**src/rtl/tty_pkg.sv**
```systemverilog
// Shared types and constants for the paced TTY write queue.
// TTY_LF2CR_EN: when defined, stored 0x0A characters are rewritten to 0x0D.
package tty_pkg;

  typedef enum logic [1:0] {
    IDLE   = 2'd0,
    ASSERT = 2'd1,
    GAP    = 2'd2
  } tty_state_e;

  localparam logic [7:0] CHAR_CR = 8'h0D;
  localparam logic [7:0] CHAR_LF = 8'h0A;

  localparam int unsigned DEF_DEPTH    = 16;
  localparam int unsigned DEF_HOLD_CYC = 4;
  localparam int unsigned DEF_GAP_CYC  = 4;

  // Character translation applied on the way into the FIFO.
  function automatic logic [7:0] map_char(input logic [7:0] c);
`ifdef TTY_LF2CR_EN
    return (c == CHAR_LF) ? CHAR_CR : c;
`else
    return c;
`endif
  endfunction

endpackage

```
**src/rtl/tty_fifo.sv**
```systemverilog
// Synchronous FIFO with wrap-bit pointers; overfull pushes are ignored unless a
// pop frees a slot in the same cycle.
module tty_fifo #(
  parameter int unsigned DEPTH = 16,
  parameter int unsigned DW    = 8,
  localparam int unsigned AW    = $clog2(DEPTH),
  localparam int unsigned LVL_W = AW + 1
) (
  input  logic             clk,
  input  logic             rst_n,
  input  logic             push,
  input  logic             pop,
  input  logic [DW-1:0]    wdata,
  output logic [DW-1:0]    rdata,
  output logic             full,
  output logic             empty,
  output logic [LVL_W-1:0] level
);

  logic [DW-1:0]    mem_q [DEPTH];
  logic [LVL_W-1:0] wr_ptr_q, wr_ptr_d;
  logic [LVL_W-1:0] rd_ptr_q, rd_ptr_d;
  logic             do_push, do_pop;

  assign full  = (wr_ptr_q[AW] != rd_ptr_q[AW]) &&
                 (wr_ptr_q[AW-1:0] == rd_ptr_q[AW-1:0]);
  assign empty = (wr_ptr_q == rd_ptr_q);
  assign level = wr_ptr_q - rd_ptr_q;
  assign rdata = mem_q[rd_ptr_q[AW-1:0]];

  assign do_pop  = pop && !empty;
  assign do_push = push && (!full || do_pop);

  always_comb begin
    wr_ptr_d = wr_ptr_q;
    rd_ptr_d = rd_ptr_q;
    if (do_push) wr_ptr_d = wr_ptr_q + LVL_W'(1);
    if (do_pop)  rd_ptr_d = rd_ptr_q + LVL_W'(1);
  end

  always_ff @(posedge clk or negedge rst_n) begin
    if (!rst_n) begin
      wr_ptr_q <= '0;
      rd_ptr_q <= '0;
    end else begin
      wr_ptr_q <= wr_ptr_d;
      rd_ptr_q <= rd_ptr_d;
    end
  end

  // Storage is not reset; pointers alone define validity.
  always_ff @(posedge clk) begin
    if (do_push) mem_q[wr_ptr_q[AW-1:0]] <= wdata;
  end

endmodule

```
**src/rtl/tty_write_queue.sv**
```systemverilog
// Buffers CPU character stores and replays them as paced tty_write pulses
// (HOLD_CYC high, GAP_CYC low). TTY_LF2CR_EN enables LF-to-CR translation.
module tty_write_queue
  import tty_pkg::*;
#(
  parameter int unsigned DEPTH    = DEF_DEPTH,
  parameter int unsigned HOLD_CYC = DEF_HOLD_CYC,
  parameter int unsigned GAP_CYC  = DEF_GAP_CYC,
  localparam int unsigned LVL_W   = $clog2(DEPTH) + 1
) (
  input  logic             clk_50mhz,
  input  logic             rst,
  input  logic             cpu_we,
  input  logic [7:0]       cpu_data,
  input  logic             ovf_clr,
  output logic             full,
  output logic             empty,
  output logic [LVL_W-1:0] level,
  output logic             overflow,
  output logic [31:0]      tty_data,
  output logic             tty_write
);

  localparam int unsigned CNT_MAX = (HOLD_CYC > GAP_CYC) ? HOLD_CYC : GAP_CYC;
  localparam int unsigned CW      = $clog2(CNT_MAX);

  tty_state_e  state_q, state_d;
  logic [CW-1:0] cnt_q, cnt_d;
  logic [7:0]  char_q, char_d;
  logic        tty_write_q, tty_write_d;
  logic        overflow_q, overflow_d;
  logic        pop_c;
  logic [7:0]  head_c;

  tty_fifo #(
    .DEPTH (DEPTH),
    .DW    (8)
  ) u_fifo (
    .clk   (clk_50mhz),
    .rst_n (rst),
    .push  (cpu_we),
    .pop   (pop_c),
    .wdata (map_char(cpu_data)),
    .rdata (head_c),
    .full  (full),
    .empty (empty),
    .level (level)
  );

  always_ff @(posedge clk_50mhz or negedge rst) begin
    if (!rst) state_q <= IDLE;
    else      state_q <= state_d;
  end

  always_comb begin
    state_d = state_q;
    case (state_q)
      IDLE:    if (!empty)          state_d = ASSERT;
      ASSERT:  if (cnt_q == '0)     state_d = GAP;
      GAP:     if (cnt_q == '0)     state_d = IDLE;
      default:                      state_d = IDLE;
    endcase
  end

  always_comb begin
    pop_c       = 1'b0;
    tty_write_d = tty_write_q;
    char_d      = char_q;
    cnt_d       = cnt_q;
    case (state_q)
      IDLE: begin
        tty_write_d = 1'b0;
        if (!empty) begin
          pop_c       = 1'b1;
          char_d      = head_c;
          tty_write_d = 1'b1;
          cnt_d       = CW'(HOLD_CYC - 1);
        end
      end
      ASSERT: begin
        if (cnt_q == '0) begin
          tty_write_d = 1'b0;
          cnt_d       = CW'(GAP_CYC - 1);
        end else begin
          cnt_d = cnt_q - CW'(1);
        end
      end
      GAP: begin
        if (cnt_q != '0) cnt_d = cnt_q - CW'(1);
      end
      default: begin
        tty_write_d = 1'b0;
        cnt_d       = '0;
      end
    endcase
  end

  // A dropped store beats a same-cycle clear.
  always_comb begin
    overflow_d = overflow_q;
    if (cpu_we && full && !pop_c) overflow_d = 1'b1;
    else if (ovf_clr)             overflow_d = 1'b0;
  end

  always_ff @(posedge clk_50mhz or negedge rst) begin
    if (!rst) begin
      cnt_q       <= '0;
      char_q      <= '0;
      tty_write_q <= 1'b0;
      overflow_q  <= 1'b0;
    end else begin
      cnt_q       <= cnt_d;
      char_q      <= char_d;
      tty_write_q <= tty_write_d;
      overflow_q  <= overflow_d;
    end
  end

  assign tty_write = tty_write_q;
  assign tty_data  = {24'h0, char_q};
  assign overflow  = overflow_q;

endmodule

```
**config.mk**
```make
export PLATFORM = sky130hd
export DESIGN_NAME = tty_write_queue
export DESIGN_NICKNAME = d
export VERILOG_FILES = /design/src/rtl/tty_pkg.sv /design/src/rtl/tty_fifo.sv /design/src/rtl/tty_write_queue.sv
export SDC_FILE = /design/constraint.sdc
export NUM_CORES = 1
export LEC_CHECK = 0
export ABC_AREA = 1
export ABC_CLOCK_PERIOD_IN_PS = 2600
export BUFFER_PORTS_ARGS = -buffer_cell sky130_fd_sc_hd__buf_4
export CAP_MARGIN = 20
export CELL_PAD_IN_SITES_DETAIL_PLACEMENT = 0
export CELL_PAD_IN_SITES_GLOBAL_PLACEMENT = 1
export CORE_AREA = 3 3 203 106
export CTS_BUF_LIST = sky130_fd_sc_hd__clkbuf_4 sky130_fd_sc_hd__clkbuf_8
export CTS_CLUSTER_SIZE = 30
export DETAILED_ROUTE_END_ITERATION = 6
export DIE_AREA = 0 0 206 109
export PLACE_DENSITY_LB_ADDON = 0.3
export REMOVE_ABC_BUFFERS = 1
export SLEW_MARGIN = 20
export SYNTH_ARGS = -nofsm -noshare
export SYNTH_HDL_FRONTEND = slang
export SYNTH_SLANG_ARGS = --single-unit
```
**constraint.sdc**
```tcl
create_clock -name clk_50mhz -period 2.6 [get_ports clk_50mhz]
set_input_delay 0.13 -clock clk_50mhz [delete_from_list [all_inputs] [get_ports clk_50mhz]]
set_output_delay 0.13 -clock clk_50mhz [all_outputs]
set_load 0.02 [all_outputs]
```
Word level (Yosys, flattened, before mapping)

Memory sizes are Yosys's and may differ from the RTL's. A register that Yosys moved wholly into a read port is not among the register bits.
Cells that the tools add are included.

Multiplexer cells: 16
Reductions and logical operators: 18
Bitwise logic cells: 2
Eq/ne operators: 9
Add/sub/neg operators: 4

Operators by type and width:

| kind                  | number |
|---|---|
| $mux W2               | 6 |
| $pmux W2 S3           | 2 |
| $add A5 B1 Y5 const B | 2 |
| $ne A2 B2 Y1 const B  | 4 |
| $mux W1               | 7 |
| $reduce_and A2 Y1     | 3 |
| $eq A5 B5 Y1          | 1 |
| $logic_and A1 B1 Y1   | 5 |
| $sub A5 B5 Y5         | 1 |
| $eq A4 B4 Y1          | 1 |
| $logic_not A1 Y1      | 4 |
| $logic_not A2 Y1      | 2 |
| $reduce_bool A2 Y1    | 2 |
| $pmux W1 S3           | 1 |
| $reduce_and A3 Y1     | 1 |
| $eq A2 B1 Y1 const B  | 1 |
| $eq A2 B2 Y1 const B  | 1 |
| $not A1 Y1            | 2 |
| $sub A2 B1 Y2 const B | 1 |
| $logic_or A1 B1 Y1    | 1 |
| $ne A1 B1 Y1          | 1 |

Bits in writable memories: 128
Output and inout port bits: 41
Flip-flop bits (word level): 16
Memories kept: 1
Input port bits: 12

Memories:

| name         | depth | bits a word | read ports | clocked after Yosys merged registers in | write ports | RTL line       | RTL |
|---|---|---|---|---|---|---|---|
| u_fifo.mem_q | 16    | 8           | 1          | 1                                       | 1           | tty_fifo.sv:20 | `logic [DW-1:0] mem_q [DEPTH];` |

Logic depth before layout (Yosys ltp)

Word-level depth: 8
Mapped depth: 13

By module

Synthesis repeated with hierarchy kept, for this count alone.

Cell total of the unflattened synthesis: 776
Area total of the unflattened synthesis: 7280.7 µm²

By module, submodules not included:

| module          | cells each | sequential area each (µm²) | area an instance (µm²) | times used |
|---|---|---|---|---|
| tty_fifo        | 677        | 4093.9                     | 6457.4                 | 1 |
| tty_write_queue | 99         | 350.3                      | 823.3                  | 1 |

Worst setup path before layout

No wires, ideal clock.

Kind: reg-to-reg
Start: register u_fifo.rd_ptr_q[2]
End: memory u_fifo.mem_q[3][0] (enable)
Stages on the path, launching flop included: 13
Data arrival time: 2.157 ns
Slack: 0.073 ns
Path through: dfrtp_1 buf_2 inv_1 clkbuf_1 ha_1 nand2_1 nor2_2 nor2b_4 nand2_2 nand2_4 inv_4 nand2_1 nor2_1

RTL lines:

| item                          | RTL line              | RTL |
|---|---|---|
| start, declared               | tty_fifo.sv:22        | `logic [LVL_W-1:0] rd_ptr_q, rd_ptr_d;` |
| start signal, assigned        | tty_fifo.sv:47        | `rd_ptr_q <= rd_ptr_d;` |
| $eq A4 B4 Y1                  | tty_fifo.sv:26        | `(wr_ptr_q[AW-1:0] == rd_ptr_q[AW-1:0]);` |
| $logic_and A1 B1 Y1           | tty_fifo.sv:25        | `assign full = (wr_ptr_q[AW] != rd_ptr_q[AW]) &&` |
| net full                      | tty_write_queue.sv:16 | `output logic full,` |
| $logic_not A1 Y1              | tty_fifo.sv:32        | `assign do_push = push && (!full \|\| do_pop);` |
| $logic_or A1 B1 Y1            | tty_fifo.sv:32        |  |
| $logic_and A1 B1 Y1           | tty_fifo.sv:32        |  |
| $mux W1                       | tty_fifo.sv:53        | `if (do_push) mem_q[wr_ptr_q[AW-1:0]] <= wdata;` |
| $mux W1 (not written as such) | tty_fifo.sv:53        |  |
| end, declared                 | tty_fifo.sv:20        |  |

The timed path passes the listed nets, and every way through them passes these cells.

Final worst setup path

Start: register u_fifo.wr_ptr_q[0]
End: output port level[4]

Word-level cells in the longest chain between the ends: 1

Ends and longest elaborated chain:

| item                   | RTL line              | RTL |
|---|---|---|
| start, declared        | tty_fifo.sv:21        | `logic [LVL_W-1:0] wr_ptr_q, wr_ptr_d;` |
| start signal, assigned | tty_fifo.sv:46        | `wr_ptr_q <= wr_ptr_d;` |
| $sub A5 B5 Y5          | tty_fifo.sv:28        | `assign level = wr_ptr_q - rd_ptr_q;` |
| end, declared          | tty_write_queue.sv:18 | `output logic [LVL_W-1:0] level,` |

No other way between the ends.

==> impl_metrics.tcl <==
set metrics [dict create \
    path_max_fanout 4 \
    vias 4595 \
    drt-pass1-iter-count 5 \
    run_status "completed" \
    setup_tns_ns 0 \
    fin_worst_skew_ns 0.0217 \
    wl_mm 17.0 \
    drc_errors 0 \
    post_cts_buffers 0 \
    power.density_mw_per_mm2 1140 \
    wire_per_inst_um 16.9 \
    cts_buffers 17 \
    reg2reg_slack_ns 0.42 \
    total_power_mw 8.99 \
    synth-xor-area-share_pct 1.27 \
    start_util_pct 35.4 \
    startpoint_type "register" \
    ctsLongestPathBuffers 2 \
    crit_start "u_fifo.wr_ptr_q[0]" \
    setup_viol 0 \
    core_mm2 0.0195 \
    ant_nets 0 \
    slew_viol_final 0 \
    synth_cell_type_count 29 \
    synthFlopType "edfxtp_1" \
    yosys.area_share.simple_pct 19.8 \
    io_pins 53 \
    rsz0062_at_grt "no" \
    ys_warn_count 0 \
    required_ns 2.47 \
    grt-ovfl-total 0 \
    drive_gt1_share_pct 13.5 \
    max_freq_ghz 0.450 \
    port_buffers 28 \
    hold-path-endpoint "u_fifo.wr_ptr_q[2]" \
    synth_top_area_share_pct 55.5 \
    ys_ff_latch 152 \
    dp_cells 971 \
    synth-edff-count 128 \
    root_buffer "clkbuf_8" \
    holdBufCountCts 3 \
    path_class "reg -> out" \
    synthMuxAreaShare_pct 0 \
    drtIter0Drc 399 \
    synth_top_family_by_area "simple AND/OR/NAND/NOR gates" \
    yosysMostFrequentCell "nand2_1" \
    worstSetupEndpointType "output port" \
    ys_seq_area_share_pct 64.2 \
    synth-compound-area-share_pct 2.39 \
    r2r-start "u_fifo.rd_ptr_q[3]" \
    p_leak_nw 3.39 \
    cap_viol_max_count 0 \
    grt_pass1_vias 4308 \
    yosys.area.top_type "edfxtp_1" \
    worstRegToRegCells 11 \
    period_needed_ns 2.22 \
    arrival_ns 2.09 \
    holdPathStages 4 \
    die_w_um 206 \
    cts.sink_count 152 \
    dp_hpwl_mm 11.0 \
    via_per_inst 4.57 \
    n_antenna_cell 0 \
    synth_area_mm2 0.00692 \
    grt_pass1_wl_mm 25.6 \
    final_cells 1006 \
    place_ws_ns 0.445 \
    dieArea_mm2 0.0225 \
    areaGrowthSynthToFinish_pct 14.0 \
    async_flop_share_pct 15.8 \
    period_share_pct 85.5 \
    synthTopCellsByCount "nand2_1, edfxtp_1, inv_1" \
    synthAdderAreaFrac_pct 2.10 \
    globalplace.congestion 0.767 \
    antenna_found_initial 0 \
    cts_resized 0 \
    htreeDepth 4 \
    clk_pin_slew_worst_paths_ns 0.08 \
    syn_inst 679 \
    clock_latency_ns 0.45 \
    num_rows 36 \
    postSynthAreaPerCell_um2 10.2 \
    hold_start "cpu_we" \
    grt_util_all_layers_pct 15.7 \
    synthTopCellsByArea "edfxtp_1, nand2_1, dfrtp_1, nand3_1, inv_1" \
    timing.final.ws_setup_ns 0.376 \
    r2r-end "u_fifo.mem_q[8][0]" \
    hold_class "in -> reg" \
    grt_max_degree 38 \
    hold_violations 0 \
    die_h_um 109 \
    tritoncts "yes" \
    fin_hold_ws_ns 0.0212 \
    peakVddDrop_v 0.00119 \
    layout.nets 750 \
]
## placed cells by master (no fill, tap or decap)
cell type | Yosys | layout
xnor2_1 | 1 | 1
o21bai_1 | 1 | 1
dfrtp_1 | 24 | 23
dlygate4sd3_1 | 0 | 3
clkbuf_4 | 0 | 1
nand3_2 | 1 | 1
nor2_2 | 2 | 2
inv_6 | 0 | 4
clkinvlp_4 | 0 | 1
fa_1 | 1 | 1
inv_4 | 1 | 1
nor2b_4 | 1 | 1
ha_1 | 10 | 10
buf_4 | 26 | 53
clkbuf_8 | 0 | 17
o21ai_0 | 6 | 6
clkinv_4 | 0 | 3
nand3_1 | 96 | 96
conb_1 | 1 | 24
edfxtp_1 | 128 | 128
xor2_1 | 9 | 9
inv_2 | 3 | 3
a21oi_1 | 19 | 19
o31ai_1 | 1 | 1
nor2_1 | 34 | 34
o21ai_1 | 5 | 5
nand2_2 | 6 | 6
inv_1 | 97 | 97
nand2_1 | 178 | 178
dfrtp_2 | 0 | 1
clkinv_1 | 2 | 4
bufinv_16 | 0 | 4
nand2_4 | 2 | 2
## through the flow
stage               instance area [um2]  util (%)
floorplan                          6690         -
global placement                   7430      38.0
detailed placement                 7430      38.0
CTS                                7890      40.4
global route                       7890      40.4
finish                             7890      40.4
## critical path, cell delays in order (launching register included)
cell and delay, ns:
dfrtp_1 0.42, inv_1 0.15, ha_1 0.16, inv_1 0.05
fa_1 0.40, nand3_1 0.10, nand2_1 0.06, xor2_1 0.14
buf_4 0.17
## sequential cells by signal, indices dropped and copies added, names as in the netlist
name	count
cnt_q	2
u_fifo.wr_ptr_q	5
state_q	2
overflow	1
u_fifo.mem_q	128
tty_write	1
char_q	8
u_fifo.rd_ptr_q	5
## where the power goes
part	internal (mW)	total, mW	switching (mW)	leakage (nW)
Combinational	1.22	3.80	2.57	1.73
Clock	1.07	1.98	0.914	0.217
Sequential	3.03	3.22	0.189	1.44
Total	5.32	8.99	3.68	3.39
## worst max path at each step
| stage | end | depth (start not counted) | slack (ns) |
|---|---|---|---|
| floorplan | u_fifo.mem_q[3][0] | 9 | -0.42 |
| global placement | u_fifo.mem_q[4][0] | 10 | 0.49 |
| detailed placement | u_fifo.mem_q[8][7] | 11 | 0.45 |
| CTS | level[4] | 7 | 0.34 |
| global route | level[4] | 8 | 0.18 |
| finish | level[4] | 8 | 0.38 |
## routing by layer
metal,up-vias,GRT usage [%],wire [um]
met3,11,2.83,919
met4,0,3.77,119
met2,154,23.9,7560
li1,2239,-,-
met1,2191,23.3,8360
met5,-,0,0
## final cells by class
type | instances | area [um2]
timing repair buffer | 56 | 428
clock inverter | 14 | 196
clock buffer | 18 | 241
fill | 1935 | 11700
sequential | 152 | 4450
inverter | 103 | 389
multi-input combinational | 397 | 1860
tap | 266 | 333
## logic make-up (layout without fill, tap and decap cells)
group                      Yosys count  in the layout
and+or+nand+nor                    320            320
buffers and inverters              153            191
DFF                                152            152
AOI/OAI and AO/OA                   32             32
adders and majority gates           11             11
xor gates and xnor gates            10             10
other                                1             24
Note: power is estimated with default switching activity, not from simulation.
